### src/rtl/fmadd_normalizer.sv
// rtl/fmadd_normalizer.sv - FMADD post-addition normaliser with exponent clamp and sticky collection
module fmadd_normalizer #(
    parameter int std = 31,
    parameter int man = 22,
    parameter int exp = 7
) (
    input  logic                 clk,
    input  logic                 rst_l,
    input  logic                 in_valid,
    output logic                 in_ready,
    input  logic [2*man+3:0]     in_mantissa,
    input  logic                 in_carry,
    input  logic [exp+1:0]       in_exp,
    input  logic                 in_sign,
    output logic                 out_valid,
    input  logic                 out_ready,
    output logic [2*man+3:0]     out_mantissa,
    output logic [exp+1:0]       out_exp,
    output logic                 out_sign,
    output logic                 out_sticky,
    output logic                 out_zero,
    output logic                 out_subnormal,
    output logic                 out_overflow
);

    localparam int MW = 2*man + 4;          // sum mantissa width
    localparam int EW = exp + 2;            // internal exponent width
    localparam int H  = 2*man + 2;          // hidden-bit position after normalisation
    localparam logic [EW-1:0] OVF_LIMIT = EW'((1 << (exp + 1)) - 1);
    localparam logic [EW-1:0] EXP_ONE   = EW'(1);
    localparam logic [EW-1:0] EXP_TWO   = EW'(2);
    localparam logic [EW-1:0] EXP_FOUR  = EW'(4);

    // The word layout (sign + exponent + mantissa) must fill the std-wide word.
    if (std == man + exp + 2) begin : g_layout_consistent
    end

    typedef enum logic [1:0] {
        IDLE  = 2'd0,
        SHIFT = 2'd1,
        DONE  = 2'd2
    } state_t;

    state_t          state_q, state_d;
    logic [MW-1:0]   mant_q, mant_d;
    logic [EW-1:0]   exp_q, exp_d;
    logic            sign_q, sign_d;
    logic            sticky_q, sticky_d;
    logic            zero_q, zero_d;

    // Full sum including the carry-out; bit MW is the carry.
    logic [MW:0]     v;
    assign v = {in_carry, in_mantissa};

    // One left-normalisation step: prefer the 4-bit jump, fall back to 1 bit.
    logic            can4, can1;
    logic [MW-1:0]   step_mant;
    logic [EW-1:0]   step_exp;
    logic            step_final;

    // Pick the left-shift step for this cycle and decide whether it is the last one.
    always_comb begin
        can4      = (mant_q[H -: 4] == 4'd0) && (exp_q > EXP_FOUR);
        can1      = !mant_q[H] && (exp_q > EXP_ONE);
        step_mant = mant_q;
        step_exp  = exp_q;
        if (can4) begin
            step_mant = mant_q << 4;
            step_exp  = exp_q - EXP_FOUR;
        end else if (can1) begin
            step_mant = mant_q << 1;
            step_exp  = exp_q - EXP_ONE;
        end
        // No further step is possible once the hidden bit is set or the
        // exponent reached the subnormal clamp.
        step_final = step_mant[H] || (step_exp <= EXP_ONE);
    end

    // Next-state and datapath update for the IDLE/SHIFT/DONE sequence.
    always_comb begin
        state_d  = state_q;
        mant_d   = mant_q;
        exp_d    = exp_q;
        sign_d   = sign_q;
        sticky_d = sticky_q;
        zero_d   = zero_q;
        case (state_q)
            IDLE: begin
                if (in_valid) begin
                    sign_d   = in_sign;
                    sticky_d = 1'b0;
                    zero_d   = 1'b0;
                    if (v == '0) begin
                        zero_d  = 1'b1;
                        mant_d  = '0;
                        exp_d   = '0;
                        state_d = DONE;
                    end else if (v[MW]) begin
                        // Carry out: two positions above the hidden bit.
                        mant_d   = {1'b0, v[MW:2]};
                        exp_d    = in_exp + EXP_TWO;
                        sticky_d = v[1] | v[0];
                        state_d  = DONE;
                    end else if (v[MW-1]) begin
                        mant_d   = v[MW:1];
                        exp_d    = in_exp + EXP_ONE;
                        sticky_d = v[0];
                        state_d  = DONE;
                    end else if (v[H]) begin
                        mant_d  = in_mantissa;
                        exp_d   = in_exp;
                        state_d = DONE;
                    end else begin
                        mant_d  = in_mantissa;
                        exp_d   = in_exp;
                        state_d = SHIFT;
                    end
                end
            end
            SHIFT: begin
                mant_d = step_mant;
                exp_d  = step_exp;
                if (step_final) begin
                    state_d = DONE;
                end
            end
            DONE: begin
                if (out_ready) begin
                    state_d = IDLE;
                end
            end
            default: begin
                state_d = IDLE;
            end
        endcase
    end

    // State register; reset discards any operation in flight.
    always_ff @(posedge clk or negedge rst_l) begin
        if (!rst_l) begin
            state_q <= IDLE;
        end else begin
            state_q <= state_d;
        end
    end

    // Datapath registers holding the operation being normalised.
    always_ff @(posedge clk or negedge rst_l) begin
        if (!rst_l) begin
            mant_q   <= '0;
            exp_q    <= '0;
            sign_q   <= 1'b0;
            sticky_q <= 1'b0;
            zero_q   <= 1'b0;
        end else begin
            mant_q   <= mant_d;
            exp_q    <= exp_d;
            sign_q   <= sign_d;
            sticky_q <= sticky_d;
            zero_q   <= zero_d;
        end
    end

    assign in_ready      = (state_q == IDLE);
    assign out_valid     = (state_q == DONE);
    assign out_mantissa  = mant_q;
    assign out_exp       = exp_q;
    assign out_sign      = sign_q;
    assign out_sticky    = sticky_q;
    assign out_zero      = zero_q;
    assign out_subnormal = (state_q == DONE) && !mant_q[H] && (mant_q != '0);
    assign out_overflow  = (state_q == DONE) && (exp_q >= OVF_LIMIT);

endmodule

### config.mk
export PLATFORM = sky130hd
export DESIGN_NAME = fmadd_normalizer
export DESIGN_NICKNAME = d
export VERILOG_FILES = /design/src/rtl/fmadd_normalizer.sv
export SDC_FILE = /design/constraint.sdc
export NUM_CORES = 1
export LEC_CHECK = 0
export BUFFER_PORTS_ARGS = -buffer_cell sky130_fd_sc_hd__buf_2
export CAP_MARGIN = 15
export CORE_UTILIZATION = 35
export CTS_CLUSTER_SIZE = 10
export DETAILED_ROUTE_END_ITERATION = 7
export SLEW_MARGIN = 20
export SYNTH_ARGS = -nofsm -noshare
export SYNTH_HDL_FRONTEND = slang
export SYNTH_SLANG_ARGS = --single-unit
### constraint.sdc
create_clock -name clk -period 2.7 [get_ports clk]
set_clock_uncertainty 0.15 [all_clocks]
set_input_delay 0.27 -clock clk [delete_from_list [all_inputs] [get_ports clk]]
set_output_delay 0.27 -clock clk [all_outputs]
set_load 0.03 [all_outputs]
# --- Yosys cells after proc, flatten, opt, wreduce, memory -nomap -nowiden ---
# Index checks and enable logic that the tools add are counted.
word_totals:
  regBits: 62
  latch_bits: 0
  ram_bits: 0
  romBits: 0
  input_bits: 63
  output_inout_bits: 64
  elab_cells: 64
  mem_count: 0
op_classes:
  addsub: 4
  mul: 0
  n_div: 0
  magnitude_cmp: 4
  n_eq_ne: 6
  shifts: 0
  n_mux: 26
  bitwise: 1
  reduce_logical: 16
ops:
  columns: ["operator", "count"]
  rows:
  - ["two-way mux 48 bit", 3]
  - ["two-way mux 47 bit", 3]
  - ["one-hot mux 48 bit (2 select lines)", 1]
  - ["two-way mux 9 bit", 6]
  - ["zero test 49 bit", 1]
  - ["nonzero test 48 bit", 1]
  - ["one-hot mux 9 bit (2 select lines)", 1]
  - ["two-way mux 2 bit", 7]
  - ["adder 9 x 1 -> 9 bit (second input constant)", 1]
  - ["adder 9 x 2 -> 9 bit (second input constant)", 1]
  - ["greater-or-equal comparator 9 x 8 -> 1 bit (second input constant)", 1]
  - ["> comparator 9 x 1 -> 1 bit (second input constant)", 1]
  - ["> comparator 9 x 3 -> 1 bit (second input constant)", 1]
  - ["less-or-equal comparator 9 x 1 -> 1 bit (second input constant)", 1]
  - ["subtractor 9 x 1 -> 9 bit (second input constant)", 1]
  - ["subtractor 9 x 3 -> 9 bit (second input constant)", 1]
  - ["one-hot mux 2 bit (3 select lines)", 1]
  - ["AND reduction 3 bit", 2]
  - ["logical AND 1 bit", 5]
  - ["zero test 4 bit", 1]
  - ["two-way mux 1 bit", 4]
  - ["!= test 2 bit (second input constant)", 2]
  - ["AND reduction 2 bit", 2]
  - ["!= test 3 bit (second input constant)", 1]
  - ["8 further kinds", 8]

# --- Longest topological paths before layout ---
depth:
  depth_word: 8
  ltp_mapped: 11
  depth_no_buf: 8

# --- Worst setup path before layout ---
# OpenSTA, ideal clock, no wires.
synth_path:
  kind: "register to register"
  startpoint: "reg exp_q[2], in the netlist out_exp[2]"
  endpoint: "reg state_q[0]"
  setup_ns: 0.131
  t_arrival_ns: 2.353
  required_time_ns: 2.419
  slack_ns: 0.066
  stages_incl_launch_ff: 10
  n_path_buf: 1
  period_less_slack_ns: 2.634
  cell_sequence: "dfrtp_1 > buf_2 > inv_1 > ha_1 > and2_1 > o211ai_2 > a41o_1 > xnor2_1 > a41oi_1 > or3_1"
synth_between:
  elab_chain_len: 8
  elab_cells_between_ends: 14
  classes_between: "2 x add/sub; 3 x order compare; 1 x eq/ne; 4 x mux; 4 x reduce/logical"
synth_lines:
  columns: ["element", "line", "rtl"]
  rows:
  - ["from (decl)", "46", "logic [EW-1:0] exp_q, exp_d;"]
  - ["from (signal assigned)", "157", "exp_q <= exp_d;"]
  - ["> comparator 9 x 1 -> 1 bit", "64", "can1 = !mant_q[H] && (exp_q > EXP_ONE);"]
  - ["logical AND 1 bit", "64", null]
  - ["two-way mux 9 bit", "70", "end else if (can1) begin"]
  - ["two-way mux 9 bit", "67", "if (can4) begin"]
  - ["less-or-equal comparator 9 x 1 -> 1 bit", "76", "step_final = step_mant[H] || (step_exp <= EXP_ONE);"]
  - ["logical OR 1 bit *", "76", null]
  - ["!= test 2 bit (no line) *", null, null]
  - ["AND reduction 3 bit (no line) *", null, null]
  - ["to (signal assigned)", "143", "state_q <= state_d;"]
  - ["to (decl)", "44", "state_t state_q, state_d;"]
# Every way passes the cells marked *; elsewhere a longest branch is shown, timed or not. The select of a mux whose other input is x is not followed.
# A chain may end at the register's enable or synchronous reset.

# --- Worst setup path in the final report ---
layout_path:
  startpoint: "reg exp_q[8], in the netlist out_exp[8]"
  endpoint: "reg state_q[0]"
# The elaborated chain is that of the path after synthesis.

==> results_dict.tcl <==
set metrics [dict create \
    most-common-layout-cells "142 x nor2_1, 126 x buf_2, 101 x a21oi_1, 61 x dfrtp_1, 46 x mux2i_1" \
    synth_nets 691 \
    async_flop_share_pct 100 \
    crit_type "reg -> reg" \
    max_freq_mhz 400 \
    cts_made_buffers 9 \
    ant_nets 0 \
    drc 0 \
    cpLargestDelayFamily "simple AND/OR/NAND/NOR gates" \
    hpwl_mm 12.1 \
    fin_total_pwr_mw 4.60 \
    peakVddDrop_mv 0.378 \
    synth_seq_cells 62 \
    synth_cells 619 \
    crit_chain "nor3_4 > o211ai_2 > a41o_1 > xnor2_1 > a41oi_1 > or3_1" \
    endpoint "state_q[0]" \
    dr_wl_met3_mm 1.03 \
    drive_above_1_share_pct 27.1 \
    cts_tree "yes" \
    rsz0062_at_grt "no" \
    critPathArrivalTime_ns 2.56 \
    critPathMaxStageDelay_ns 0.52 \
    post-route-min-period_ns 2.50 \
    die_h_um 121 \
    die_w_um 121 \
    viasPerCell 5.89 \
    tightestPinTransition_ns 0.623 \
    clockBufferDepth 2 \
    std_cell_rows 43 \
    grt_use_total_pct 23.5 \
    r2r_end "state_q[0]" \
    synth.avg_cell_area_um2 8.04 \
    critPathLaunchType "flip-flop" \
    end_kind "flip-flop" \
    clkSinkCount 62 \
    antenna_found_initial 1 \
    n_fill_cell 1430 \
    drt_iter0_markers 349 \
    crit_start "out_exp[8]" \
    die-area_um2 14700 \
    diodes 0 \
    top_layer "met4" \
    required_ns 2.76 \
    yosysSeqAreaShare_pct 31.2 \
    slowest_stage "nor3_4" \
    r2r_slack_ns 0.20 \
    final_nets 815 \
    cts_setup_buffers 0 \
    setup_slack_ns 0.199 \
    initial_utilization_pct 35.9 \
    design.core.area_um2 13900 \
    status "finished, final reports clean" \
    clockRootBuffer "clkbuf_16" \
    min_path_type "in -> reg" \
    grt_pass1_wl_mm 26.7 \
    cp_max_fo 10 \
    hold_viol_final 0 \
    cts.htree.levels 3 \
    clock_latency_ns 0.34 \
    maxCapViolCount 0 \
    post-route-period-util_pct 92.6 \
    synth_area_um2 4980 \
    instances_no_fill 925 \
    holdWs_ns 0.178 \
    io_pins 127 \
    gp_congestion 0.896 \
    path_buf_inv 0 \
    routedWlPerCell_um 18.3 \
    grt_max_degree 69 \
    final_common_cell "nor2_1" \
    setup_viol 0 \
    drv_slew 0 \
    finalWirelength_mm 17.0 \
    leakagePower_nw 2.77 \
    overflow 0 \
    synth-edff-count 0 \
    port_buffers 126 \
    syn_to_final_growth_pct 24.9 \
    dr.pass1.iters 5 \
    rr_worst_depth 6 \
    power_density_nw_per_um2 739 \
    synth_cell_types 59 \
    yosys_warnings 0 \
    r2r-start "out_exp[8]" \
    cp.depth 6 \
    wl_met1_mm 7.50 \
    via_count 5449 \
    grt_pass1_vias 5110 \
    wl_met2_mm 8.07 \
    clkSlewWorstSetupHoldPaths_ns 0.05 \
    place_ws_ns -0.0349 \
    relSlewSlack_pct 58.4 \
    ys.flop_type "dfrtp_1" \
    dpl.cell_count 909 \
]
==> area by class of cell <==
cell class	count	area (um^2)	area share, %
inverters	9	33.8	0.543
flip-flops and latches	62	1550	25.0
well taps	180	225	3.62
clock buffers	11	253	4.07
repair buffers	161	981	15.8
clock inverters	2	10.0	0.161
multi-input cells	500	3160	50.9
==> worst min-delay path by stage <==
stage	cells past startpoint	endpoint	startpoint
finish	3	out_sticky	in_mantissa[0]
global route	4	out_exp[4]	in_exp[4]
CTS	4	out_exp[5]	in_exp[5]
detailed placement	2	out_mantissa[16]	rst_l
global placement	2	out_mantissa[16]	rst_l
floorplan	0	out_exp[0]	rst_l
==> power breakdown <==
part           leakage (nW)  switching, mW  internal, mW
clock                 0.133          0.412         0.652
sequential            0.708          0.420          1.19
combinational          1.93           1.27         0.650
==> per-layer routing <==
| metal | vias to the layer above | GRT usage [%] |
|---|---|---|
| met5 | - | 0 |
| met4 | 0 | 8.56 |
| met3 | 35 | 4.42 |
| met2 | 207 | 39.0 |
| met1 | 2657 | 30.1 |
| li1 | 2550 | - |
==> worst min-delay path, stage by stage <==
cell and delay (ns):
buf_2 0.12, a21oi_1 0.15, o31ai_1 0.08
==> flip-flops by register name, indices dropped and copies added, names as in the netlist <==
signal        cells
out_exp           9
out_mantissa     48
out_sign          1
out_sticky        1
out_zero          1
state_q           2
==> through the flow <==
step | area, um^2 | util (%) | setup TNS (ns)
CTS | 6180 | 44.5 | -0.228
finish | 6220 | 44.8 | 0
floorplan | 4980 | - | 0
global route | 6220 | 44.8 | 0
global placement | 5900 | 42.5 | 0
detailed placement | 5900 | 42.5 | -0.149
==> timing repair <==
item	CTS	global route
gates cloned	0	0
endpoints found under the setup margin	21	15
hold endpoints to repair	63	0
hold buffers	2	0
gates resized for setup	0	3
==> kinds of logic (layout without fill, tap and decap cells) <==
group                      after synthesis  after routing  synth area share [%]
and+or+nand+nor                        241            241                  22.6
DFF                                     62             62                  31.2
AOI/OAI and AO/OA                      193            193                  26.7
xor gates and xnor gates                10             10                  1.76
muxes                                   47             47                  9.47
buffers and inverters                   57            183                  5.96
adders and majority gates                9              9                  2.26
==> cell usage after synthesis, drive strengths merged, types with 12 or more instances <==
| library cell | n | share of area, % |
|---|---|---|
| mux2i | 46 | 9.2 |
| nand2 | 27 | 2.0 |
| o21ai | 12 | 1.2 |
| a221oi | 44 | 8.9 |
| nor2 | 143 | 11 |
| nor4 | 26 | 3.9 |
| dfrtp | 62 | 31 |
| clkbuf | 16 | 1.2 |
| a21oi | 101 | 10 |
| buf | 32 | 4.1 |
(Power assumes the default switching activity.)
